**src/rtl/xbar_route_ctrl_if.sv**
```systemverilog
`default_nettype none
// ============================================================================
//  Module   : xbar_route_ctrl_if
//  Purpose  : Command, status-query and AddressSelect bundle between the
//             upstream route manager and the crossbar route sequencer.
//  Revision : 1.0 - initial release
// ============================================================================
interface xbar_route_ctrl_if #(
  parameter int IN_W   = 2,
  parameter int OUT_W  = 3,
  parameter int ADDR_W = 6
);
  logic              cmd_valid;
  logic              cmd_ready;
  logic [1:0]        cmd_op;
  logic [IN_W-1:0]   cmd_in;
  logic [OUT_W-1:0]  cmd_out;
  logic              done;
  logic              err;
  logic [ADDR_W-1:0] AddressSelect;
  logic [OUT_W-1:0]  qry_out;
  logic              qry_valid;
  logic [IN_W-1:0]   qry_owner;

  // Upstream side: issues commands and status queries
  modport master (
    output cmd_valid, cmd_op, cmd_in, cmd_out, qry_out,
    input  cmd_ready, done, err, AddressSelect, qry_valid, qry_owner
  );

  // Sequencer side: accepts commands and owns the crossbar select bus
  modport slave (
    input  cmd_valid, cmd_op, cmd_in, cmd_out, qry_out,
    output cmd_ready, done, err, AddressSelect, qry_valid, qry_owner
  );
endinterface
`default_nettype wire

```
**src/rtl/xbar_route_ctrl.sv**
```systemverilog
`default_nettype none
// ============================================================================
//  Module   : xbar_route_ctrl
//  Purpose  : Serialises crossbar reconfiguration. Keeps a shadow ownership
//             map of every crossbar output and turns connect / disconnect /
//             clear-all commands into single-cycle toggle addresses, each
//             followed by at least one cycle of the rest address.
//  Revision : 1.0 - initial release
// ============================================================================
module xbar_route_ctrl #(
  parameter int                IN_PORTS  = 4,
  parameter int                OUT_PORTS = 8,
  parameter int                IN_W      = 2,
  parameter int                OUT_W     = 3,
  parameter int                ADDR_W    = 6,
  parameter logic [ADDR_W-1:0] REST_ADDR = 6'h3F
) (
  input  wire logic        Clk,
  input  wire logic        Rst_n,
  xbar_route_ctrl_if.slave bus
);

  // Map is sized to the full index range so any cmd_out/qry_out value
  // indexes it safely; entries at or above OUT_PORTS are never set.
  localparam int               OUT_SLOTS     = 1 << OUT_W;
  localparam logic [1:0]       OP_CONNECT    = 2'b00;
  localparam logic [1:0]       OP_DISCONNECT = 2'b01;
  localparam logic [1:0]       OP_CLEAR      = 2'b10;
  localparam logic [1:0]       OP_ILLEGAL    = 2'b11;
  localparam logic [IN_W:0]    C_IN_LIM      = (IN_W+1)'(IN_PORTS);
  localparam logic [OUT_W:0]   C_OUT_LIM     = (OUT_W+1)'(OUT_PORTS);
  localparam logic [OUT_W-1:0] C_OUT_LAST    = OUT_W'(OUT_PORTS-1);

  typedef enum logic [2:0] {
    S_IDLE   = 3'd0,
    S_UNLINK = 3'd1,
    S_GAP    = 3'd2,
    S_LINK   = 3'd3,
    S_SCAN   = 3'd4,
    S_DONE   = 3'd5
  } state_t;

  state_t            state_q;
  logic [ADDR_W-1:0] addr_q;
  logic              done_q;
  logic              err_q;
  logic [1:0]        op_q;
  logic [IN_W-1:0]   in_q;
  logic [OUT_W-1:0]  out_q;
  logic              own_v_q   [OUT_SLOTS];
  logic [IN_W-1:0]   own_idx_q [OUT_SLOTS];

  logic              w_bad_cmd;
  logic              w_cmd_owned;
  logic [IN_W-1:0]   w_cmd_owner;
  logic [OUT_W-1:0]  w_scan_nxt;

  // Crossbar toggle address for the (input, output) crosspoint
  function automatic logic [ADDR_W-1:0] toggle_addr(input logic [IN_W-1:0]  i,
                                                    input logic [OUT_W-1:0] o);
    return ADDR_W'(i) * ADDR_W'(OUT_PORTS) + ADDR_W'(o);
  endfunction

  assign w_bad_cmd   = (bus.cmd_op == OP_ILLEGAL) ||
                       ({1'b0, bus.cmd_in}  >= C_IN_LIM) ||
                       ({1'b0, bus.cmd_out} >= C_OUT_LIM);
  assign w_cmd_owned = own_v_q[bus.cmd_out];
  assign w_cmd_owner = own_idx_q[bus.cmd_out];
  assign w_scan_nxt  = out_q + OUT_W'(1);

  assign bus.cmd_ready     = (state_q == S_IDLE);
  assign bus.done          = done_q;
  assign bus.err           = err_q;
  assign bus.AddressSelect = addr_q;
  assign bus.qry_valid     = own_v_q[bus.qry_out];
  assign bus.qry_owner     = own_v_q[bus.qry_out] ? own_idx_q[bus.qry_out] : '0;

  // Sequencer FSM: every output is registered and defaults to the rest
  // address, so a toggle address can only ever last a single cycle. The
  // clear-all walker looks one output ahead so an owned output costs exactly
  // its UNLINK and GAP cycles and an unowned output costs one SCAN cycle.
  always_ff @(posedge Clk or negedge Rst_n) begin
    if (!Rst_n) begin
      state_q <= S_IDLE;
      addr_q  <= REST_ADDR;
      done_q  <= 1'b0;
      err_q   <= 1'b0;
      op_q    <= OP_CONNECT;
      in_q    <= '0;
      out_q   <= '0;
      for (int i = 0; i < OUT_SLOTS; i++) begin
        own_v_q[i]   <= 1'b0;
        own_idx_q[i] <= '0;
      end
    end else begin
      addr_q <= REST_ADDR;
      done_q <= 1'b0;
      err_q  <= 1'b0;
      case (state_q)
        S_IDLE: begin
          if (bus.cmd_valid) begin
            op_q  <= bus.cmd_op;
            in_q  <= bus.cmd_in;
            out_q <= bus.cmd_out;
            if (bus.cmd_op == OP_CLEAR) begin
              out_q <= '0;
              if (own_v_q[0]) begin
                state_q <= S_UNLINK;
                addr_q  <= toggle_addr(own_idx_q[0], '0);
              end else begin
                state_q <= S_SCAN;
              end
            end else if (w_bad_cmd) begin
              state_q <= S_DONE;
              done_q  <= 1'b1;
              err_q   <= 1'b1;
            end else if (bus.cmd_op == OP_CONNECT) begin
              if (!w_cmd_owned) begin
                state_q <= S_LINK;
                addr_q  <= toggle_addr(bus.cmd_in, bus.cmd_out);
              end else if (w_cmd_owner == bus.cmd_in) begin
                // Route already present: toggling would tear it down
                state_q <= S_DONE;
                done_q  <= 1'b1;
              end else begin
                state_q <= S_UNLINK;
                addr_q  <= toggle_addr(w_cmd_owner, bus.cmd_out);
              end
            end else begin
              if (w_cmd_owned && (w_cmd_owner == bus.cmd_in)) begin
                state_q <= S_UNLINK;
                addr_q  <= toggle_addr(bus.cmd_in, bus.cmd_out);
              end else begin
                state_q <= S_DONE;
                done_q  <= 1'b1;
                err_q   <= 1'b1;
              end
            end
          end
        end
        S_UNLINK: begin
          own_v_q[out_q] <= 1'b0;
          if (op_q == OP_DISCONNECT) begin
            state_q <= S_DONE;
            done_q  <= 1'b1;
          end else begin
            state_q <= S_GAP;
          end
        end
        S_GAP, S_SCAN: begin
          if ((state_q == S_GAP) && (op_q != OP_CLEAR)) begin
            state_q <= S_LINK;
            addr_q  <= toggle_addr(in_q, out_q);
          end else if (out_q == C_OUT_LAST) begin
            state_q <= S_DONE;
            done_q  <= 1'b1;
          end else begin
            out_q <= w_scan_nxt;
            if (own_v_q[w_scan_nxt]) begin
              state_q <= S_UNLINK;
              addr_q  <= toggle_addr(own_idx_q[w_scan_nxt], w_scan_nxt);
            end else begin
              state_q <= S_SCAN;
            end
          end
        end
        S_LINK: begin
          own_v_q[out_q]   <= 1'b1;
          own_idx_q[out_q] <= in_q;
          state_q          <= S_DONE;
          done_q           <= 1'b1;
        end
        S_DONE: begin
          state_q <= S_IDLE;
        end
        default: begin
          state_q <= S_IDLE;
        end
      endcase
    end
  end

endmodule
`default_nettype wire

```
**src/flat_wrapper.sv**
```systemverilog
// flat-port wrapper written by rule: the top's interface ports become plain ports
module xbar_route_ctrl_flat 
#(
  parameter int                IN_PORTS  = 4,
  parameter int                OUT_PORTS = 8,
  parameter int                IN_W      = 2,
  parameter int                OUT_W     = 3,
  parameter int                ADDR_W    = 6,
  parameter logic [ADDR_W-1:0] REST_ADDR = 6'h3F
)
  (Clk, Rst_n, bus_cmd_valid, bus_cmd_op, bus_cmd_in, bus_cmd_out, bus_qry_out, bus_cmd_ready, bus_done, bus_err, bus_AddressSelect, bus_qry_valid, bus_qry_owner);
  xbar_route_ctrl_if #(.IN_W(IN_W), .OUT_W(OUT_W), .ADDR_W(ADDR_W)) bus_i ();
  input  wire logic Clk;
  input  wire logic Rst_n;
  input wire logic [$bits(bus_i.cmd_valid)-1:0] bus_cmd_valid;
  input wire logic [$bits(bus_i.cmd_op)-1:0] bus_cmd_op;
  input wire logic [$bits(bus_i.cmd_in)-1:0] bus_cmd_in;
  input wire logic [$bits(bus_i.cmd_out)-1:0] bus_cmd_out;
  input wire logic [$bits(bus_i.qry_out)-1:0] bus_qry_out;
  output wire logic [$bits(bus_i.cmd_ready)-1:0] bus_cmd_ready;
  output wire logic [$bits(bus_i.done)-1:0] bus_done;
  output wire logic [$bits(bus_i.err)-1:0] bus_err;
  output wire logic [$bits(bus_i.AddressSelect)-1:0] bus_AddressSelect;
  output wire logic [$bits(bus_i.qry_valid)-1:0] bus_qry_valid;
  output wire logic [$bits(bus_i.qry_owner)-1:0] bus_qry_owner;
  assign bus_i.cmd_valid = bus_cmd_valid;
  assign bus_i.cmd_op = bus_cmd_op;
  assign bus_i.cmd_in = bus_cmd_in;
  assign bus_i.cmd_out = bus_cmd_out;
  assign bus_i.qry_out = bus_qry_out;
  assign bus_cmd_ready = bus_i.cmd_ready;
  assign bus_done = bus_i.done;
  assign bus_err = bus_i.err;
  assign bus_AddressSelect = bus_i.AddressSelect;
  assign bus_qry_valid = bus_i.qry_valid;
  assign bus_qry_owner = bus_i.qry_owner;
  xbar_route_ctrl #(.IN_PORTS(IN_PORTS), .OUT_PORTS(OUT_PORTS), .IN_W(IN_W), .OUT_W(OUT_W), .ADDR_W(ADDR_W), .REST_ADDR(REST_ADDR)) u_core (.Clk(Clk), .Rst_n(Rst_n), .bus(bus_i));
endmodule
```
**config.mk**
```make
export PLATFORM = sky130hd
export DESIGN_NAME = xbar_route_ctrl_flat
export DESIGN_NICKNAME = d
export VERILOG_FILES = /design/src/rtl/xbar_route_ctrl_if.sv /design/src/rtl/xbar_route_ctrl.sv /design/src/flat_wrapper.sv
export SDC_FILE = /design/constraint.sdc
export NUM_CORES = 1
export LEC_CHECK = 0
export CAP_MARGIN = 25
export CORE_MARGIN = 2
export CORE_UTILIZATION = 58
export DETAILED_ROUTE_END_ITERATION = 10
export PLACE_DENSITY = 0.81
export REMOVE_ABC_BUFFERS = 1
export SLEW_MARGIN = 10
export SYNTH_ARGS = -nofsm -noshare
export SYNTH_HDL_FRONTEND = slang
export SYNTH_SLANG_ARGS = --single-unit
```
**constraint.sdc**
```tcl
create_clock -name Clk -period 3 [get_ports Clk]
set_input_delay 0.3 -clock Clk [delete_from_list [all_inputs] [get_ports Clk]]
set_output_delay 0.3 -clock Clk [all_outputs]
set_load 0.02 [all_outputs]
```
==> Yosys cells after proc, flatten, opt, wreduce, memory -nomap -nowiden <==
Index checks and enable logic that the tools add are counted.
{ "word_totals": {"mem_bits_rw": 0, "latchBits": 0, "mem_count": 0, "register_bits": 42, "word_cells": 134, "romBits": 0, "inputBits": 13} }
{ "classes": {"bitwise": 7, "addsub": 5, "n_shift": 0, "magnitude_cmp": 5, "n_eq_ne": 13, "n_reduce_logical": 10, "multipliers": 0, "muxes": 71, "div_mod_pow": 0} }
{ "ops": {"columns": ["cell", "n"], "rows": [
  ["$mux W6", 11],
  ["$mux W3", 16],
  ["$add A5 B3 Y6", 4],
  ["$mux W1", 22],
  ["$bmux W2 S3", 3],
  ["$bwmux W16", 1],
  ["$ge A4 B4 Y1 const B", 4],
  ["$mux W2", 8],
  ["$not A3 Y4", 4],
  ["$pmux W8 S2", 1],
  ["$pmux W3 S4", 1],
  ["$pmux W6 S2", 1],
  ["$bmux W1 S3", 3],
  ["$and A8 B8 Y8", 1],
  ["$ne A2 B2 Y1 const B", 4],
  ["$not A8 Y8", 1],
  ["$or A8 B8 Y8", 1],
  ["$demux W2 S3", 1],
  ["$eq A3 B2 Y1 const B", 2],
  ["$eq A3 B3 Y1 const B", 2],
  ["$pmux W3 S2", 1],
  ["$eq A2 B2 Y1 const B", 2],
  ["$lt A4 B1 Y1 const B", 1],
  ["$pmux W1 S4", 1],
  ["12 further kinds", 15]
]} }

==> Longest topological paths before layout <==
Gate-level depths: netlist (run 1).
{ "logic_depth": {"word_depth": 12, "ltp_mapped": 10, "mapped_depth_nobuf": 9} }

==> Worst setup path before layout (run 1) <==
Ideal clock, no wire load.
{ "synth_timing": {"path_kind": "input -> register", "startpoint": "in bus_cmd_out[0]", "endpoint": "reg u_core.state_q[2]", "setup_ns": 0.119, "required_time_ns": 2.881, "slack_ns": 0.565, "stages": 10, "t_arrival_ns": 2.316, "cell_sequence": "buf_6 > mux4_2 > mux2i_4 > xnor2_1 > or3_4 > ha_1 > a21boi_0 > o21ai_0 > nand2_1 > o21a_1"} }
{ "synth_via": {"elab_chain_len": 12, "elab_cells_between_ends": 17} }
{ "synth_rtl": {"columns": ["element", "line", "rtl"], "rows": [
  ["start: declaration", "flat_wrapper.sv:18", "input wire logic [$bits(bus_i.cmd_out)-1:0] bus_cmd_out;"],
  ["$not A3 Y4 (not written as such) (*)", "xbar_route_ctrl.sv:67, xbar_route_ctrl.sv:68", null],
  ["$bmux W2 S3", "xbar_route_ctrl.sv:68", "assign w_cmd_owner = own_idx_q[bus.cmd_out];"],
  ["$mux W2 (not written as such) (2 in series)", "xbar_route_ctrl.sv:68", null],
  ["$eq A2 B2 Y1", "xbar_route_ctrl.sv:121, xbar_route_ctrl.sv:130", null],
  ["$mux W3 / $logic_and A1 B1 Y1 (equally long branches)", "xbar_route_ctrl.sv:121, xbar_route_ctrl.sv:130", null],
  ["$mux W3 (on tied branches)", "xbar_route_ctrl.sv:118, xbar_route_ctrl.sv:130", null],
  ["$mux W3 (*)", "xbar_route_ctrl.sv:117", "end else if (bus.cmd_op == OP_CONNECT) begin"],
  ["$mux W3 (*)", "xbar_route_ctrl.sv:113", "end else if (w_bad_cmd) begin"],
  ["$mux W3 (*)", "xbar_route_ctrl.sv:105", "if (bus.cmd_op == OP_CLEAR) begin"],
  ["$mux W3 (*)", "xbar_route_ctrl.sv:101", "if (bus.cmd_valid) begin"],
  ["$pmux W3 S4 (*)", "xbar_route_ctrl.sv:99", "case (state_q)"],
  ["end signal: assignment", "xbar_route_ctrl.sv:108", "state_q <= S_UNLINK;"],
  ["end signal: assignment", "xbar_route_ctrl.sv:111", "state_q <= S_SCAN;"],
  ["end signal: assignment", "xbar_route_ctrl.sv:114", "state_q <= S_DONE;"],
  ["end: declaration", "xbar_route_ctrl.sv:43", "state_t state_q;"]
]} }
Mark *: on every way between the ends. The rest lies on a longest branch, timed or not. The select of a mux whose other input is x is not followed.
A chain may end at the register's enable or synchronous reset.

==> Final worst setup path (run 1) <==
Ends and elaborated chain as after synthesis.

==> results of run 1 <==
final cells by class:
type / instances / area share [%]
clock buffer: 5 / 2.18
clock inverter: 3 / 1.43
inverter: 6 / 0.715
multi-input combinational: 188 / 49.5
sequential: 42 / 33.6
tap: 52 / 2.06
timing repair buffer: 35 / 10.6
how the worst min path moves through the flow:
stage,start,endpoint,slack [ps],depth (start not counted)
floorplan,Rst_n,asynchronous set/reset pin,4,0
global placement,Rst_n,u_core.state_q[1]$_DFFE_PN0P_,480,1
detailed placement,Rst_n,u_core.state_q[1]$_DFFE_PN0P_,480,1
CTS,Rst_n,u_core.bus.err$_DFF_PN0_,150,1
global route,Rst_n,u_core.bus.err$_DFF_PN0_,450,2
finish,Rst_n,u_core.in_q[1]$_DFFE_PN0P_,420,2
stage by stage:
| stage | cells | hold slack [ps] | setup slack (ps) |
|---|---|---|---|
| 5_1_grt | 331 | 453 | 137 |
| 3_3_place_gp | 321 | 481 | 43.0 |
| 4_1_cts | 329 | 148 | 257 |
| 2_1_floorplan | 236 | 4.41 | 576 |
| 3_5_place_dp | 321 | 481 | -12.8 |
| 6_report | 331 | 421 | 256 |
logic make-up (layout without fill, tap and decap cells):
| group | count (synthesis) | after routing | synth area share, % |
|---|---|---|---|
| buffers and inverters | 20 | 49 | 3.46 |
| AO/OA/AOI/OAI | 58 | 58 | 13.7 |
| adder cells (fa/ha/maj) | 3 | 3 | 1.38 |
| multiplexers | 51 | 51 | 28.6 |
| XOR/XNOR | 2 | 2 | 0.646 |
| AND/OR/NAND/NOR | 74 | 74 | 13.2 |
| flip-flops | 42 | 42 | 39.0 |
synth_stat cells, drive strengths merged (3+ instances only):
cell type,count
mux2i,12
o211ai,3
or3,4
dfrtp,36
inv,6
mux4,18
a21oi,8
nor2,20
nor3,4
nand2,22
buf,8
mux2,21
dfstp,6
nand2b,6
ha,3
o21ai,22
clkbuf,6
nor2b,5
a21o,5
and2,4
a21boi,3
per-layer routing:
| metal | vias up | track usage [%] |
|---|---|---|
| met5 | - | 0 |
| met4 | 0 | 9.67 |
| met3 | 21 | 5.97 |
| met2 | 92 | 45.9 |
| met1 | 1069 | 36.6 |
| li1 | 991 | - |
where the power goes:
| part | total [mW] | leakage [nW] | switching (mW) | internal (mW) |
|---|---|---|---|---|
| clock network | 0.460 | 0.0504 | 0.213 | 0.248 |
| logic | 1.54 | 0.756 | 0.759 | 0.785 |
| registers | 1.11 | 0.539 | 0.303 | 0.808 |
| total | 3.12 | 1.35 | 1.28 | 1.84 |
worst max-delay path, delay by kind of cell:
kind | cells | cell delay (ps)
multiplexers | 2 | 750
adder cells (fa/ha/maj) | 1 | 280
buffers and inverters | 1 | 570
AND/OR/NAND/NOR | 2 | 470
AO/OA/AOI/OAI | 3 | 460
XOR/XNOR | 1 | 100
==> results.sh, run 1 <==
export IMPL_status="complete, no violations"
export IMPL_slew_violations=0
export IMPL_critPathKind="input port to register"
export IMPL_async_reset_ff_share_pct=100
export IMPL_topRoutingLayerUsed="met4"
export IMPL_fill_cells=330
export IMPL_wl_mm=6.64
export IMPL_grt_first_pass_wirelength_mm=10.9
export IMPL_fin_skew_ps=9.49
export IMPL_setup_viol=0
export IMPL_critPathMaxFanout=3
export IMPL_num_vias=2173
export IMPL_arrival_ps=2940
export IMPL_rows=24
export IMPL_clkSinkCount=42
export IMPL_vias_per_cell=6.56
export IMPL_worst_pin_slew_ps=624
export IMPL_m1WireLength_mm=2.74
export IMPL_fin_util_pct=71.4
export IMPL_timing_rr_start="u_core.own_idx_q[14]$_DFFE_PN0P_"
export IMPL_multi_input_area_um2=1560
export IMPL_end_kind="register"
export IMPL_insertedDiodeCount=0
export IMPL_period_minus_slack_ps=2740
export IMPL_antenna_found_initial=0
export IMPL_path_cells="clkdlybuf4s50_1, mux4_2, mux2i_4, xnor2_1, or3_4, ha_1, a21boi_0, o21ai_0, nand2_1, o21a_1"
export IMPL_synth_edf_count=0
export IMPL_ys_warnings_count=0
export IMPL_finalSetupTns_ps=0
export IMPL_power_density_nw_per_um2=989
export IMPL_core_area_um2=4410
export IMPL_rsz0062_at_grt="false"
export IMPL_cts_repair_resized=0
export IMPL_fp_dieW_um=72.4
export IMPL_drtAntennaViolNets=0
export IMPL_place_area_um2=3010
export IMPL_synth_top_cell_area_share_pct=33.2
export IMPL_synth_top_area_cell="dfrtp_1"
export IMPL_cts_root_buf="clkbuf_8"
export IMPL_hold_violations=0
export IMPL_track_usage_pct=27.8
export IMPL_cts_tree="built"
export IMPL_routed_wl_met3_um=408
export IMPL_ir_drop_mv=0.475
export IMPL_max_freq_mhz=364
export IMPL_avgSynthCellArea_um2=10.8
export IMPL_die_height_um=72.4
export IMPL_synth_seq_cells=42
export IMPL_synth_area_top_cells="dfrtp_1 33%, mux4_2 15%, mux2_2 8.7%"
export IMPL_start_kind="input port"
export IMPL_power_leakage_nw=1.35
export IMPL_holdBufCountCts=0
export IMPL_grt_max_degree=43
export IMPL_hp_class="input port to asynchronous set/reset pin"
export IMPL_gp_congestion=0.846
export IMPL_nets=294
export IMPL_io_pins=25
export IMPL_synth_main_ff_cell="dfrtp_1"
export IMPL_r2r_slack_ps=420
export IMPL_cap_violations=0
export IMPL_drtIter0Drc=107
export IMPL_clk_insertion_delay_late_ps=310
export IMPL_ff2ff_path_depth=9
export IMPL_first_global_vias=2125
export IMPL_finalCritPeriodShare_pct=91.5
export IMPL_overflow=0
export IMPL_syn_area_um2=2710
export IMPL_route_met2_wl_mm=3.29
export IMPL_htreeDepth=2
export IMPL_cts_buffers=5
export IMPL_cts_setup_buffers=0
export IMPL_clk_pin_slew_worst_paths_ps=90
export IMPL_worstPathRequired_ps=3200
export IMPL_drc=0
export IMPL_slowest_stage="mux4_2"
export IMPL_cpPeakStageDelay_ps=580
export IMPL_seqCellArea_um2=1060
export IMPL_final_common_cell="dfrtp_1"
export IMPL_crit_start="bus_cmd_out[0]"
export IMPL_cts_buffer_depth=2
export IMPL_fin_area_um2=3150
export IMPL_synth_cell_types=46
export IMPL_synthCells=250
export IMPL_slew_headroom_pct=58.4
export IMPL_port_buffers=24
export IMPL_drive_gt1_share_pct=24.4
export IMPL_mostFrequentLayoutCells="36 x dfrtp_1, 23 x clkdlybuf4s50_1, 22 x nand2_1, 21 x mux2_2"
export IMPL_r2r_end="u_core.state_q[2]$_DFFE_PN0P_"
export IMPL_start_util_pct=61.4
export IMPL_die_area_um2=5240
export IMPL_cp_endpoint="u_core.state_q[2]$_DFFE_PN0P_"
export IMPL_finalPower_mw=3.12
export IMPL_hpwlAfterDp_mm=4.79
export IMPL_avgRoutedWirePerCell_um=20.1
export IMPL_dr_pass1_iters=4
export IMPL_area_growth_pct=16.2
export IMPL_ys_seq_area_share_pct=39.0
Note: power is estimated with default switching activity, not from simulation.
==> inputs of run 2 (changes only) <==
--- a/config.mk
+++ b/config.mk
@@ -5,9 +5,11 @@
 export SDC_FILE = /design/constraint.sdc
 export NUM_CORES = 1
 export LEC_CHECK = 0
+export ABC_AREA = 1
 export CAP_MARGIN = 25
 export CORE_MARGIN = 2
 export CORE_UTILIZATION = 58
+export CTS_BUF_LIST = sky130_fd_sc_hd__clkbuf_4 sky130_fd_sc_hd__clkbuf_8 sky130_fd_sc_hd__clkbuf_16
 export DETAILED_ROUTE_END_ITERATION = 10
 export PLACE_DENSITY = 0.81
 export REMOVE_ABC_BUFFERS = 1
@@ -15,3 +17,4 @@
 export SYNTH_ARGS = -nofsm -noshare
 export SYNTH_HDL_FRONTEND = slang
 export SYNTH_SLANG_ARGS = --single-unit
+export TNS_END_PERCENT = 50
==> run 2 against run 1 <==
Net effect:
- sequential cell count unchanged
- combinational power increased by 18%
- sequential power shrank 5%
==> results.sh, run 2 <==
export IMPL_dr_pass1_iters=5
export IMPL_die_area_um2=5440
export IMPL_synth_edf_count=0
export IMPL_yosysMostFrequentCell="nand2_1"
export IMPL_cts_root_buf="clkbuf_8"
export IMPL_synth_common_cells="92 x nand2_1, 66 x o21ai_0, 50 x inv_1"
export IMPL_track_usage_pct=29.8
export IMPL_nets=443
export IMPL_finalCritPeriodShare_pct=87.5
export IMPL_cts_buffer_depth=2
export IMPL_rows=25
export IMPL_avgRoutedWirePerCell_um=15.5
export IMPL_synth_seq_cells=42
export IMPL_overflow=0
export IMPL_power_density_nw_per_um2=1040
export IMPL_synth_cell_types=34
export IMPL_core_area_um2=4690
export IMPL_setup_viol=0
export IMPL_clk_insertion_delay_late_ps=300
export IMPL_synth_top_area_cell="dfrtp_1"
export IMPL_mostFrequentLayoutCells="92 x nand2_1, 66 x o21ai_0, 50 x inv_1, 40 x a21oi_1, 36 x dfrtp_1"
export IMPL_first_global_vias=2497
export IMPL_ys_warnings_count=0
export IMPL_hold_violations=0
export IMPL_end_kind="primary output"
export IMPL_multi_input_area_um2=1470
export IMPL_drc=0
export IMPL_grt_first_pass_wirelength_mm=12.2
export IMPL_ir_drop_mv=0.475
export IMPL_arrival_ps=2330
export IMPL_r2r_slack_ps=740
export IMPL_ys_seq_area_share_pct=37.5
export IMPL_cts_buffers=5
export IMPL_clkSinkCount=42
export IMPL_area_growth_pct=13.5
export IMPL_insertedDiodeCount=0
export IMPL_cts_tree="built"
export IMPL_power_leakage_nw=1.46
export IMPL_worst_pin_slew_ps=892
export IMPL_hpwlAfterDp_mm=5.73
export IMPL_rsz0062_at_grt="false"
export IMPL_synth_top_cell_area_share_pct=31.9
export IMPL_port_buffers=24
export IMPL_r2r_end="u_core.state_q[2]$_DFFE_PN0P_"
export IMPL_synth_area_top_cells="dfrtp_1 32%, nand2_1 12%, o21ai_0 12%"
export IMPL_critPathKind="input port to primary output"
export IMPL_hp_class="input port to asynchronous set/reset pin"
export IMPL_htreeDepth=2
export IMPL_holdBufCountCts=0
export IMPL_finalSetupTns_ps=0
export IMPL_async_reset_ff_share_pct=100
export IMPL_grt_max_degree=43
export IMPL_avgSynthCellArea_um2=7.03
export IMPL_gp_congestion=1.00
export IMPL_cts_repair_resized=0
export IMPL_die_height_um=73.7
export IMPL_start_kind="input port"
export IMPL_fin_area_um2=3200
export IMPL_io_pins=25
export IMPL_seqCellArea_um2=1060
export IMPL_crit_start="bus_qry_out[0]"
export IMPL_slew_headroom_pct=40.5
export IMPL_start_util_pct=60.1
export IMPL_synth_main_ff_cell="dfrtp_1"
export IMPL_fin_skew_ps=8.48
export IMPL_antenna_found_initial=0
export IMPL_finalPower_mw=3.33
export IMPL_clk_pin_slew_worst_paths_ps=80
export IMPL_cts_setup_buffers=0
export IMPL_cap_violations=0
export IMPL_ff2ff_path_depth=13
export IMPL_num_vias=2830
export IMPL_critPathMaxFanout=10
export IMPL_worstPathRequired_ps=2700
export IMPL_slew_violations=0
export IMPL_max_freq_mhz=381
export IMPL_period_minus_slack_ps=2630
export IMPL_wl_mm=7.49
export IMPL_holdWs_ps=114
export IMPL_vias_per_cell=5.87
export IMPL_synthCells=401
export IMPL_drtAntennaViolNets=0
export IMPL_fill_cells=396
export IMPL_drive_gt1_share_pct=11.2
export IMPL_fp_dieW_um=73.7
export IMPL_drtIter0Drc=322
export IMPL_status="complete, no violations"
export IMPL_final_common_cell="nand2_1"
export IMPL_syn_area_um2=2820
export IMPL_place_area_um2=3090
## run 2: metal layers
metal,part of all wire [%],GRT usage (%)
met1,45,43.5
met2,44,44.5
met3,8.5,7.54
met4,1.8,6.46
met5,0,0
## run 2: cell families after synthesis
group	synth area share, %
compound gates	24.6
fa+ha+maj	1.33
flops	37.5
simple gates	26.2
buf+inv	10.4
## run 2: worst max-delay path, stage by stage
cell and delay, ps:
clkdlybuf4s50_1 480, clkinv_1 220, a21oi_1 180, o21ai_0 90
a31oi_1 260, o21ai_0 130, inv_1 70, clkdlybuf4s50_1 590
## run 2: final cells by class
cell class / instances / area share, %
multi-input cells: 290 / 45.9
flip-flops and latches: 42 / 33.1
well taps: 54 / 2.11
repair buffers: 28 / 8.28
inverters: 60 / 7.11
clock buffers: 5 / 2.15
clock inverters: 3 / 1.41
## run 2: how the worst max path moves through the flow
| stage | endpoint | slack (ps) | cells past startpoint |
|---|---|---|---|
| CTS | bus_qry_owner[0] | 380 | 8 |
| global route | u_core.state_q[2]$_DFFE_PN0P_ | 150 | 17 |
| detailed placement | u_core.state_q[2]$_DFFE_PN0P_ | 230 | 17 |
| floorplan | u_core.bus.AddressSelect[4]$_DFF_PN1_ | 1030 | 12 |
| finish | bus_qry_owner[0] | 370 | 8 |
| global placement | u_core.state_q[2]$_DFFE_PN0P_ | 270 | 14 |
## run 2: per-stage QoR
step	cells	setup WS, ps	utilization, %
floorplan	392	1030	-
global placement	474	268	65.8
detailed placement	474	228	65.8
CTS	482	384	68.2
global route	482	152	68.2
finish	482	374	68.2
## run 2: report_power, final
part	leakage, nW	switching (mW)	internal (mW)
registers	0.540	0.225	0.838
clock network	0.0504	0.203	0.247
logic	0.870	1.19	0.628
total	1.46	1.62	1.71
==> inputs of run 3 (changes only) <==
--- a/config.mk
+++ b/config.mk
@@ -13,6 +13,7 @@
 export DETAILED_ROUTE_END_ITERATION = 10
 export PLACE_DENSITY = 0.81
 export REMOVE_ABC_BUFFERS = 1
+export SETUP_SLACK_MARGIN = 0.4
 export SLEW_MARGIN = 10
 export SYNTH_ARGS = -nofsm -noshare
 export SYNTH_HDL_FRONTEND = slang
==> run 3 against run 2 <==
Net effect:
- sequential cell count is the same
- register-to-register slack barely moved
- wire length fell by 0.87%
- total power is 0.28% lower
- first-iteration DRC count increased by 11%
- critical path depth grew 1
- non-clock buffer count is the same
- clock skew decreased by 0.51 ps
- combinational power barely moved
==> results.sh, run 3 (synthesis results as in run 2) <==
export IMPL_status="complete, no violations"
export IMPL_end_kind="primary output"
export IMPL_fin_skew_ps=7.97
export IMPL_fp_dieW_um=73.7
export IMPL_hp_class="input port to asynchronous set/reset pin"
export IMPL_area_growth_pct=13.9
export IMPL_fin_area_um2=3210
export IMPL_port_buffers=24
export IMPL_grt_max_degree=43
export IMPL_clk_pin_slew_worst_paths_ps=80
export IMPL_worstPathRequired_ps=2700
export IMPL_track_usage_pct=29.8
export IMPL_die_height_um=73.7
export IMPL_slew_violations=0
export IMPL_finalPower_mw=3.32
export IMPL_power_switching_mw=1.61
export IMPL_insertedDiodeCount=0
export IMPL_dr_pass1_iters=7
export IMPL_start_util_pct=60.1
export IMPL_setup_viol=0
export IMPL_clk_insertion_delay_late_ps=300
export IMPL_drive_gt1_share_pct=11.4
export IMPL_finalCritPeriodShare_pct=86.3
export IMPL_multi_input_area_um2=1470
export IMPL_worst_pin_slew_ps=889
export IMPL_slew_headroom_pct=40.7
export IMPL_power_internal_mw=1.71
export IMPL_seqCellArea_um2=1060
export IMPL_seqPwrFrac_pct=32.0
export IMPL_cts_buffers=5
export IMPL_power_leakage_nw=1.51
export IMPL_place_area_um2=3090
export IMPL_ir_drop_mv=0.477
export IMPL_start_kind="input port"
export IMPL_arrival_ps=2290
export IMPL_final_common_cell="nand2_1"
export IMPL_clkPwrFrac_pct=13.5
export IMPL_htreeDepth=2
export IMPL_holdBufCountCts=0
export IMPL_combPwrFrac_pct=54.5
export IMPL_cts_buffer_depth=2
export IMPL_mostFrequentLayoutCells="92 x nand2_1, 66 x o21ai_0, 50 x inv_1, 40 x a21oi_1, 36 x dfrtp_1"
export IMPL_setup_slack_ps=410
export IMPL_die_area_um2=5440
export IMPL_num_vias=2794
export IMPL_drtIter0Drc=359
export IMPL_cts_tree="built"
export IMPL_io_pins=25
export IMPL_rows=25
export IMPL_vias_per_cell=5.80
export IMPL_critPathKind="input port to primary output"
export IMPL_critPathMaxFanout=14
export IMPL_core_area_um2=4690
export IMPL_pre_cts_ws_ps=228
export IMPL_wl_mm=7.42
export IMPL_max_freq_mhz=386
export IMPL_hpwlAfterDp_mm=5.73
export IMPL_drtAntennaViolNets=0
export IMPL_drc=0
export IMPL_antenna_found_initial=0
export IMPL_hold_violations=0
export IMPL_avgRoutedWirePerCell_um=15.4
export IMPL_power_density_nw_per_um2=1030
export IMPL_switching_share_pct=48.4
export IMPL_cts_root_buf="clkbuf_8"
export IMPL_overflow=0
export IMPL_grt_first_pass_wirelength_mm=12.2
export IMPL_first_global_vias=2497
export IMPL_period_minus_slack_ps=2590
export IMPL_rsz0062_at_grt="true"
export IMPL_nets=443
export IMPL_fill_cells=394
export IMPL_finalSetupTns_ps=0
export IMPL_clkSinkCount=42
export IMPL_gp_congestion=1.00
export IMPL_cap_violations=0
-- run 3: cell types whose count changed in the layout (fill, tap and decap cells not counted) --
cell / previous run / this run
dlymetal6s2s_1: 0 / 4
clkdlybuf4s50_1: 23 / 19
clkinv_2: 0 / 1
clkinv_1: 1 / 0
-- run 3: final timing paths --
kind                                                  startpoint                                to  slack [ps]  cells past startpoint
worst max-delay path                              bus_qry_out[0]                  bus_qry_owner[1]         410                      9
worst min-delay path                                       Rst_n   u_core.own_idx_q[8]$_DFFE_PN0P_         120                      1
worst max register to register                          register     u_core.state_q[2]$_DFFE_PN0P_         750                     13
worst min register to register  u_core.own_idx_q[13]$_DFFE_PN0P_  u_core.own_idx_q[13]$_DFFE_PN0P_         500                      2
max in group asynchronous                                  Rst_n     u_core.state_q[1]$_DFFE_PN0P_        2320                      1
min in group Clk                u_core.own_idx_q[13]$_DFFE_PN0P_  u_core.own_idx_q[13]$_DFFE_PN0P_         500                      2
-- run 3: power by group through the flow --
| stage | Sequential (mW) | Combinational [mW] | Clock, mW |
|---|---|---|---|
| after floorplan | 1.07 | 1.18 | 0 |
| after global placement | 1.06 | 1.74 | 0 |
| after detailed placement | 1.06 | 1.77 | 0 |
| after CTS | 1.05 | 1.78 | 0.456 |
| after global routing | 1.09 | 2.02 | 0.484 |
| final | 1.06 | 1.81 | 0.448 |
-- run 3: per-layer routing --
layer  vias up  track usage (%)  part of all wire (%)
met2       132             44.5                    44
met4         0             6.46                   2.6
li1       1383                -                     -
met5         -                0                     0
met1      1259             43.5                    45
met3        20             7.54                   8.4
-- run 3: cell type report --
type | count | share of cell area (%)
flip-flops and latches | 42 | 32.9
repair buffers | 28 | 8.57
inverters | 60 | 7.13
clock buffers | 5 | 2.14
clock inverters | 3 | 1.40
multi-input cells | 290 | 45.7
well taps | 54 | 2.10
-- run 3: timing repair --
action | CTS | global route
endpoints found under the setup margin | 2 | 5
resized for setup | 1 | 4
setup buffers | 0 | 0
-- run 3: through the flow --
stage,std cells,hold slack (ps),util [%]
finish,482,118,68.5
global placement,474,468,65.8
global route,482,197,68.5
CTS,482,156,68.3
detailed placement,474,478,65.8
floorplan,392,4.41,-
-- run 3: worst max-delay path, stage by stage --
cell             delay, ps
clkdlybuf4s50_1        500
buf_4                  200
nand2_1                 60
o21ai_0                 90
a221oi_1               120
a31oi_1                240
o21ai_0                130
inv_1                   70
clkdlybuf4s50_1        590
